===== src/rtl/axi4lite_master.sv =====
// ---------------------------------------------------------------------------
// axi4lite_master
// Single-beat AXI4-Lite master that turns pipeline load/store requests into
// AXI4-Lite transactions. The write and read paths are independent FSMs, so
// a load and a store may be in flight together.
//
// Ports
//   clk, rst_n                 clock, asynchronous active-low reset
//   write_start/addr/data/strobe  store request (level, held while stalled)
//   write_busy                 stall request while a store is in progress
//   read_start/addr            load request (level, held while stalled)
//   read_data                  registered word from the last R handshake
//   read_busy                  stall request while a load is in progress
//   bus_error                  sticky: any non-OKAY BRESP/RRESP seen
//   m_axi_aw*/w*/b*/ar*/r*     AXI4-Lite master channels
// ---------------------------------------------------------------------------
module axi4lite_master #(
   parameter int ADDR_WIDTH = 32,
   parameter int DATA_WIDTH = 32
) (
   input  logic                    clk,
   input  logic                    rst_n,
   input  logic                    write_start,
   input  logic [ADDR_WIDTH-1:0]   write_addr,
   input  logic [DATA_WIDTH-1:0]   write_data,
   input  logic [DATA_WIDTH/8-1:0] write_strobe,
   output logic                    write_busy,
   input  logic                    read_start,
   input  logic [ADDR_WIDTH-1:0]   read_addr,
   output logic [DATA_WIDTH-1:0]   read_data,
   output logic                    read_busy,
   output logic                    bus_error,
   output logic [ADDR_WIDTH-1:0]   m_axi_awaddr,
   output logic                    m_axi_awvalid,
   input  logic                    m_axi_awready,
   output logic [DATA_WIDTH-1:0]   m_axi_wdata,
   output logic [DATA_WIDTH/8-1:0] m_axi_wstrb,
   output logic                    m_axi_wvalid,
   input  logic                    m_axi_wready,
   input  logic [1:0]              m_axi_bresp,
   input  logic                    m_axi_bvalid,
   output logic                    m_axi_bready,
   output logic [ADDR_WIDTH-1:0]   m_axi_araddr,
   output logic                    m_axi_arvalid,
   input  logic                    m_axi_arready,
   input  logic [DATA_WIDTH-1:0]   m_axi_rdata,
   input  logic [1:0]              m_axi_rresp,
   input  logic                    m_axi_rvalid,
   output logic                    m_axi_rready
);

   typedef enum logic [1:0] {W_IDLE, W_REQ, W_RESP, W_DONE} w_state_t;
   typedef enum logic [1:0] {R_IDLE, R_ADDR, R_DATA, R_DONE} r_state_t;

   w_state_t w_state, w_next;
   r_state_t r_state, r_next;

   // aw_done/w_done record which half of the write request has already
   // handshaken, so each valid drops on its own ready.
   logic                    aw_done, w_done, aw_done_nxt, w_done_nxt;
   logic                    latch_w, latch_r, capture_r;
   logic                    wr_err, rd_err;
   logic [ADDR_WIDTH-1:0]   awaddr_q, araddr_q;
   logic [DATA_WIDTH-1:0]   wdata_q;
   logic [DATA_WIDTH/8-1:0] wstrb_q;

   assign m_axi_awaddr = awaddr_q;
   assign m_axi_wdata  = wdata_q;
   assign m_axi_wstrb  = wstrb_q;
   assign m_axi_araddr = araddr_q;

   // ---------------- write path ----------------
   always_ff @(posedge clk or negedge rst_n) begin
      if (!rst_n) begin
         w_state  <= W_IDLE;
         aw_done  <= 1'b0;
         w_done   <= 1'b0;
         awaddr_q <= '0;
         wdata_q  <= '0;
         wstrb_q  <= '0;
      end else begin
         w_state <= w_next;
         aw_done <= aw_done_nxt;
         w_done  <= w_done_nxt;
         if (latch_w) begin
            awaddr_q <= write_addr;
            wdata_q  <= write_data;
            wstrb_q  <= write_strobe;
         end
      end
   end

   always_comb begin
      w_next        = w_state;
      aw_done_nxt   = aw_done;
      w_done_nxt    = w_done;
      latch_w       = 1'b0;
      wr_err        = 1'b0;
      write_busy    = 1'b0;
      m_axi_awvalid = 1'b0;
      m_axi_wvalid  = 1'b0;
      m_axi_bready  = 1'b0;
      case (w_state)
         W_IDLE: begin
            write_busy = write_start;
            if (write_start) begin
               latch_w     = 1'b1;
               aw_done_nxt = 1'b0;
               w_done_nxt  = 1'b0;
               w_next      = W_REQ;
            end
         end
         W_REQ: begin
            write_busy    = 1'b1;
            m_axi_awvalid = !aw_done;
            m_axi_wvalid  = !w_done;
            if (!aw_done && m_axi_awready) aw_done_nxt = 1'b1;
            if (!w_done && m_axi_wready)   w_done_nxt  = 1'b1;
            if (aw_done_nxt && w_done_nxt) w_next = W_RESP;
         end
         W_RESP: begin
            write_busy   = 1'b1;
            m_axi_bready = 1'b1;
            if (m_axi_bvalid) begin
               wr_err = (m_axi_bresp != 2'b00);
               w_next = W_DONE;
            end
         end
         W_DONE:  w_next = W_IDLE;
         default: w_next = W_IDLE;
      endcase
   end

   // ---------------- read path ----------------
   always_ff @(posedge clk or negedge rst_n) begin
      if (!rst_n) begin
         r_state   <= R_IDLE;
         araddr_q  <= '0;
         read_data <= '0;
      end else begin
         r_state <= r_next;
         if (latch_r)   araddr_q  <= read_addr;
         if (capture_r) read_data <= m_axi_rdata;
      end
   end

   always_comb begin
      r_next        = r_state;
      latch_r       = 1'b0;
      capture_r     = 1'b0;
      rd_err        = 1'b0;
      read_busy     = 1'b0;
      m_axi_arvalid = 1'b0;
      m_axi_rready  = 1'b0;
      case (r_state)
         R_IDLE: begin
            read_busy = read_start;
            if (read_start) begin
               latch_r = 1'b1;
               r_next  = R_ADDR;
            end
         end
         R_ADDR: begin
            read_busy     = 1'b1;
            m_axi_arvalid = 1'b1;
            if (m_axi_arready) r_next = R_DATA;
         end
         R_DATA: begin
            read_busy    = 1'b1;
            m_axi_rready = 1'b1;
            if (m_axi_rvalid) begin
               capture_r = 1'b1;
               rd_err    = (m_axi_rresp != 2'b00);
               r_next    = R_DONE;
            end
         end
         R_DONE:  r_next = R_IDLE;
         default: r_next = R_IDLE;
      endcase
   end

   // ---------------- sticky error ----------------
   always_ff @(posedge clk or negedge rst_n) begin
      if (!rst_n)               bus_error <= 1'b0;
      else if (wr_err || rd_err) bus_error <= 1'b1;
   end

endmodule


===== config.mk =====
export PLATFORM = sky130hd
export DESIGN_NAME = axi4lite_master
export DESIGN_NICKNAME = d
export VERILOG_FILES = /design/src/rtl/axi4lite_master.sv
export SDC_FILE = /design/constraint.sdc
export NUM_CORES = 1
export LEC_CHECK = 0
export BUFFER_PORTS_ARGS = -buffer_cell sky130_fd_sc_hd__buf_2
export CORE_MARGIN = 2
export CORE_UTILIZATION = 41
export DETAILED_ROUTE_END_ITERATION = 10
export PLACE_DENSITY = 0.77
export SYNTH_ARGS = -nofsm -noshare
export SYNTH_HDL_FRONTEND = slang
export SYNTH_SLANG_ARGS = --single-unit

===== constraint.sdc =====
create_clock -name clk -period 1.6 [get_ports clk]
set_clock_uncertainty 0.05 [all_clocks]
set_input_delay 0 -clock clk [delete_from_list [all_inputs] [get_ports clk]]
set_output_delay 0 -clock clk [all_outputs]
set_load 0.01 [all_outputs]

==> metrics.md <==
| Metric | Value |
|---|---|
| Syn nets | `488` |
| Post-synth top area cell | `dfrtp_1` |
| First-pass DRT Iterations | `4` |
| Worst setup EP type | `flip-flop` |
| Clock Latency Late Sink | `0.41 ns` |
| FF-to-FF setup slack | `-0.05 ns` |
| Class of the worst hold path | `primary input to flip-flop` |
| Cells after Synth | `roughly 330` |
| Final core utilization | `72.7%` |
| Wire length on met3 | `1280 microns` |
| Total Power | `17.3 mW` |
| Max-slew violation count | `0` |
| Synth Area per Inst | `16.2 sq um` |
| Seq/Total Area, Yosys | `64.6%` |
| GRT Total Usage | `24.5%` |
| Power per cell area | `~1900 mW/mm^2` |
| Reg-to-Reg Start | `w_state[1]` |
| Largest net degree at the start of global routing | `51` |
| Yosys reg bits | `139` |
| Worst IR Drop VDD | `1.08 mV` |
| Layout area overhead | `71.9%` |
| Placed Area | `0.00715 sq mm` |
| Final setup margin | `-0.0507 ns` |
| TritonCTS clock tree | `yes` |
| GRT overflow | `0` |
| Initial antenna violation count | `1` |
| CP required | `around 1.8 ns` |
| Crit path launch | `w_state[1]` |
| Status | `complete, but fails checks` |
| End of the worst register-to-register path | `w_state[1]` |
| Pre-CTS setup slack | `-0.0333 ns` |
| Library cells used by synthesis | `17` |
| Fin crit period | `1.65 ns` |
| Pleak | `4.56 nW` |
| Clock transition at path regs | `0.06 ns` |
| Post-DP HPWL | `10300 microns` |
| Initial drt markers | `221` |
| Setup tns final | `-0.0867 ns` |
| Layout Nets | `945` |
| Met1 Wirelength | `~6000 microns` |
| Synth area leaders | `dfrtp_1 (65%), mux2_2 (28%), ha_1 (2.6%), buf_2 (1.0%), inv_1 (0.63%)` |
| GP Congestion | `about 0.75` |
| Worst-case clock buffer depth | `2` |
| Total placed cells including tap cells | `~790` |
| Die Ht | `119 microns` |
| DR WL met2 | `9060 microns` |
| Core area | `~0.013 sq mm` |
| Synth top area share | `64.6%` |
| Vias | `4615` |
| Reg2Reg Depth | `4` |
| Post-route insts no fill | `976` |
| Setup Viol. Count Final | `10` |
| Slew margin rel. | `between 60% and 70%` |
| Wire per inst | `between 15 and 20 microns` |
| Hold Slack | `between 0.02 and 0.025 ns` |
| I/O pin count | `around 290` |
| Maxcap violations | `0` |
| Row cnt | `41` |
| RSZ-0062 raised after global routing | `yes` |
| Via/cell ratio | `4.73` |
| Die area | `0.0141 sq mm` |
| Setup crit start kind | `flip-flop` |
| Initial Util | `42.3%` |
| Design Area, Final | `0.00925 sq mm` |
| I/O Buffers | `284` |
| DRT Wirelength | `17100 microns` |
| Fmax | `606 MHz` |
| Number of global-route vias before repair | `5197` |
| Failing checks | `negative setup slack` |
| Syn. warnings | `0` |
| Worst Max-Slew Pin Slew | `0.491 ns` |
| H-tree depth | `4` |
| CP Class | `flip-flop to flip-flop` |
| Chip Width | `119 microns` |
| Commonest non-fill, non-tap cells in the layout | `buf_2 (283), dlygate4sd3_1 (142), dfrtp_1 (138)` |
| Commonest non-fill, non-tap cell in the layout | `buf_2` |
| DR top layer | `met4` |
| Final ANT Viol Nets | `0` |
| First-pass GRT wire length | `roughly 27000 microns` |
| Critical Path AT | `1.89 ns` |
| Filler Cell Count | `810` |
| Final Hold Fails | `0` |
| Share of layout cells above drive strength 1 | `60.6%` |
| Critical-path maximum fanout | `4` |
| Cell area after synthesis | `0.00538 sq mm` |
| Worst Setup EP | `w_state[1]` |
| Root buffer cell | `clkbuf_16` |
| Total CTS buffers | `17` |
| CTS sink count | `139` |
| DRC Markers | `0` |
| Tcrit/Tclk final | `103%` |
worst max-delay path, stage by stage, from the launching register on:
cell and delay [ns]:
dfrtp_1 0.41, inv_2 0.09, ha_4 0.17, a222oi_1 0.43, mux2_2 0.38
worst min path at each step:
stage | startpoint | endpoint | slack (ns) | depth (start not counted)
2_1_floorplan | rst_n | aw_done | -0.35 | 0
3_3_place_gp | rst_n | m_axi_wdata[9] | -0.08 | 1
3_5_place_dp | rst_n | m_axi_wdata[9] | -0.07 | 1
4_1_cts | m_axi_arready | r_state[1] | 0.01 | 4
5_1_grt | m_axi_arready | r_state[1] | 0.05 | 4
6_report | m_axi_arready | r_state[1] | 0.02 | 4
power breakdown:
| group | internal (mW) | switching (mW) |
|---|---|---|
| Combinational | 3.91 | 3.40 |
| Sequential | 5.34 | 1.01 |
| Clock | 2.18 | 1.48 |
synth_stat cells, drive strengths merged:
cell,instances
o22ai,1
a222oi,2
a21oi,6
buf,13
nor2,4
nand2,3
mux2i,2
mux2,134
o211ai,2
o21ai,2
nor2b,2
nand3b,1
inv,9
dfrtp,139
or2b,1
ha,11
area by class of cell:
| cell class | instances | area (sq um) | share of cell area, % |
|---|---|---|---|
| timing repair buffer | 451 | 3110 | 33.6 |
| clock buffer | 19 | 443 | 4.79 |
| clock inverter | 13 | 119 | 1.28 |
| inverter | 9 | 33.8 | 0.365 |
| antenna | 2 | 5.00 | 0.0541 |
| tap | 172 | 215 | 2.33 |
| sequential | 139 | 3480 | 37.6 |
| multi-input combinational | 171 | 1850 | 20.0 |
metal layers:
| layer | global-route usage (%) | vias up |
|---|---|---|
| met3 | 8.54 | 54 |
| met1 | 25.2 | 2252 |
| met5 | 0 | - |
| li1 | - | 2082 |
| met2 | 43.9 | 227 |
| met4 | 12.4 | 0 |
registers in the layout (all words and copies together), names as in the netlist:
register      count
read_data        32
bus_error         1
m_axi_wdata      32
m_axi_araddr     32
aw_done           1
m_axi_awaddr     32
w_state           2
m_axi_wstrb       4
w_done            1
r_state           2
kinds of logic after synthesis:
| group | synth area share, % |
|---|---|
| mux | 28.4 |
| simple gates | 0.999 |
| fa+ha+maj | 2.56 |
| compound gates | 1.51 |
| buf+inv | 1.93 |
| flops | 64.6 |
repair_timing:
action / in CTS / in global routing
hold buffers: 142 / 0
cloned: 0 / 1
endpoints found under the setup margin: 3 / 80
gates resized for setup: 1 / 5
setup buffers: 2 / 5
pin swaps: 2 / 5
endpoints found under the hold margin: 274 / 0
Power figures use the tool's default switching activity.
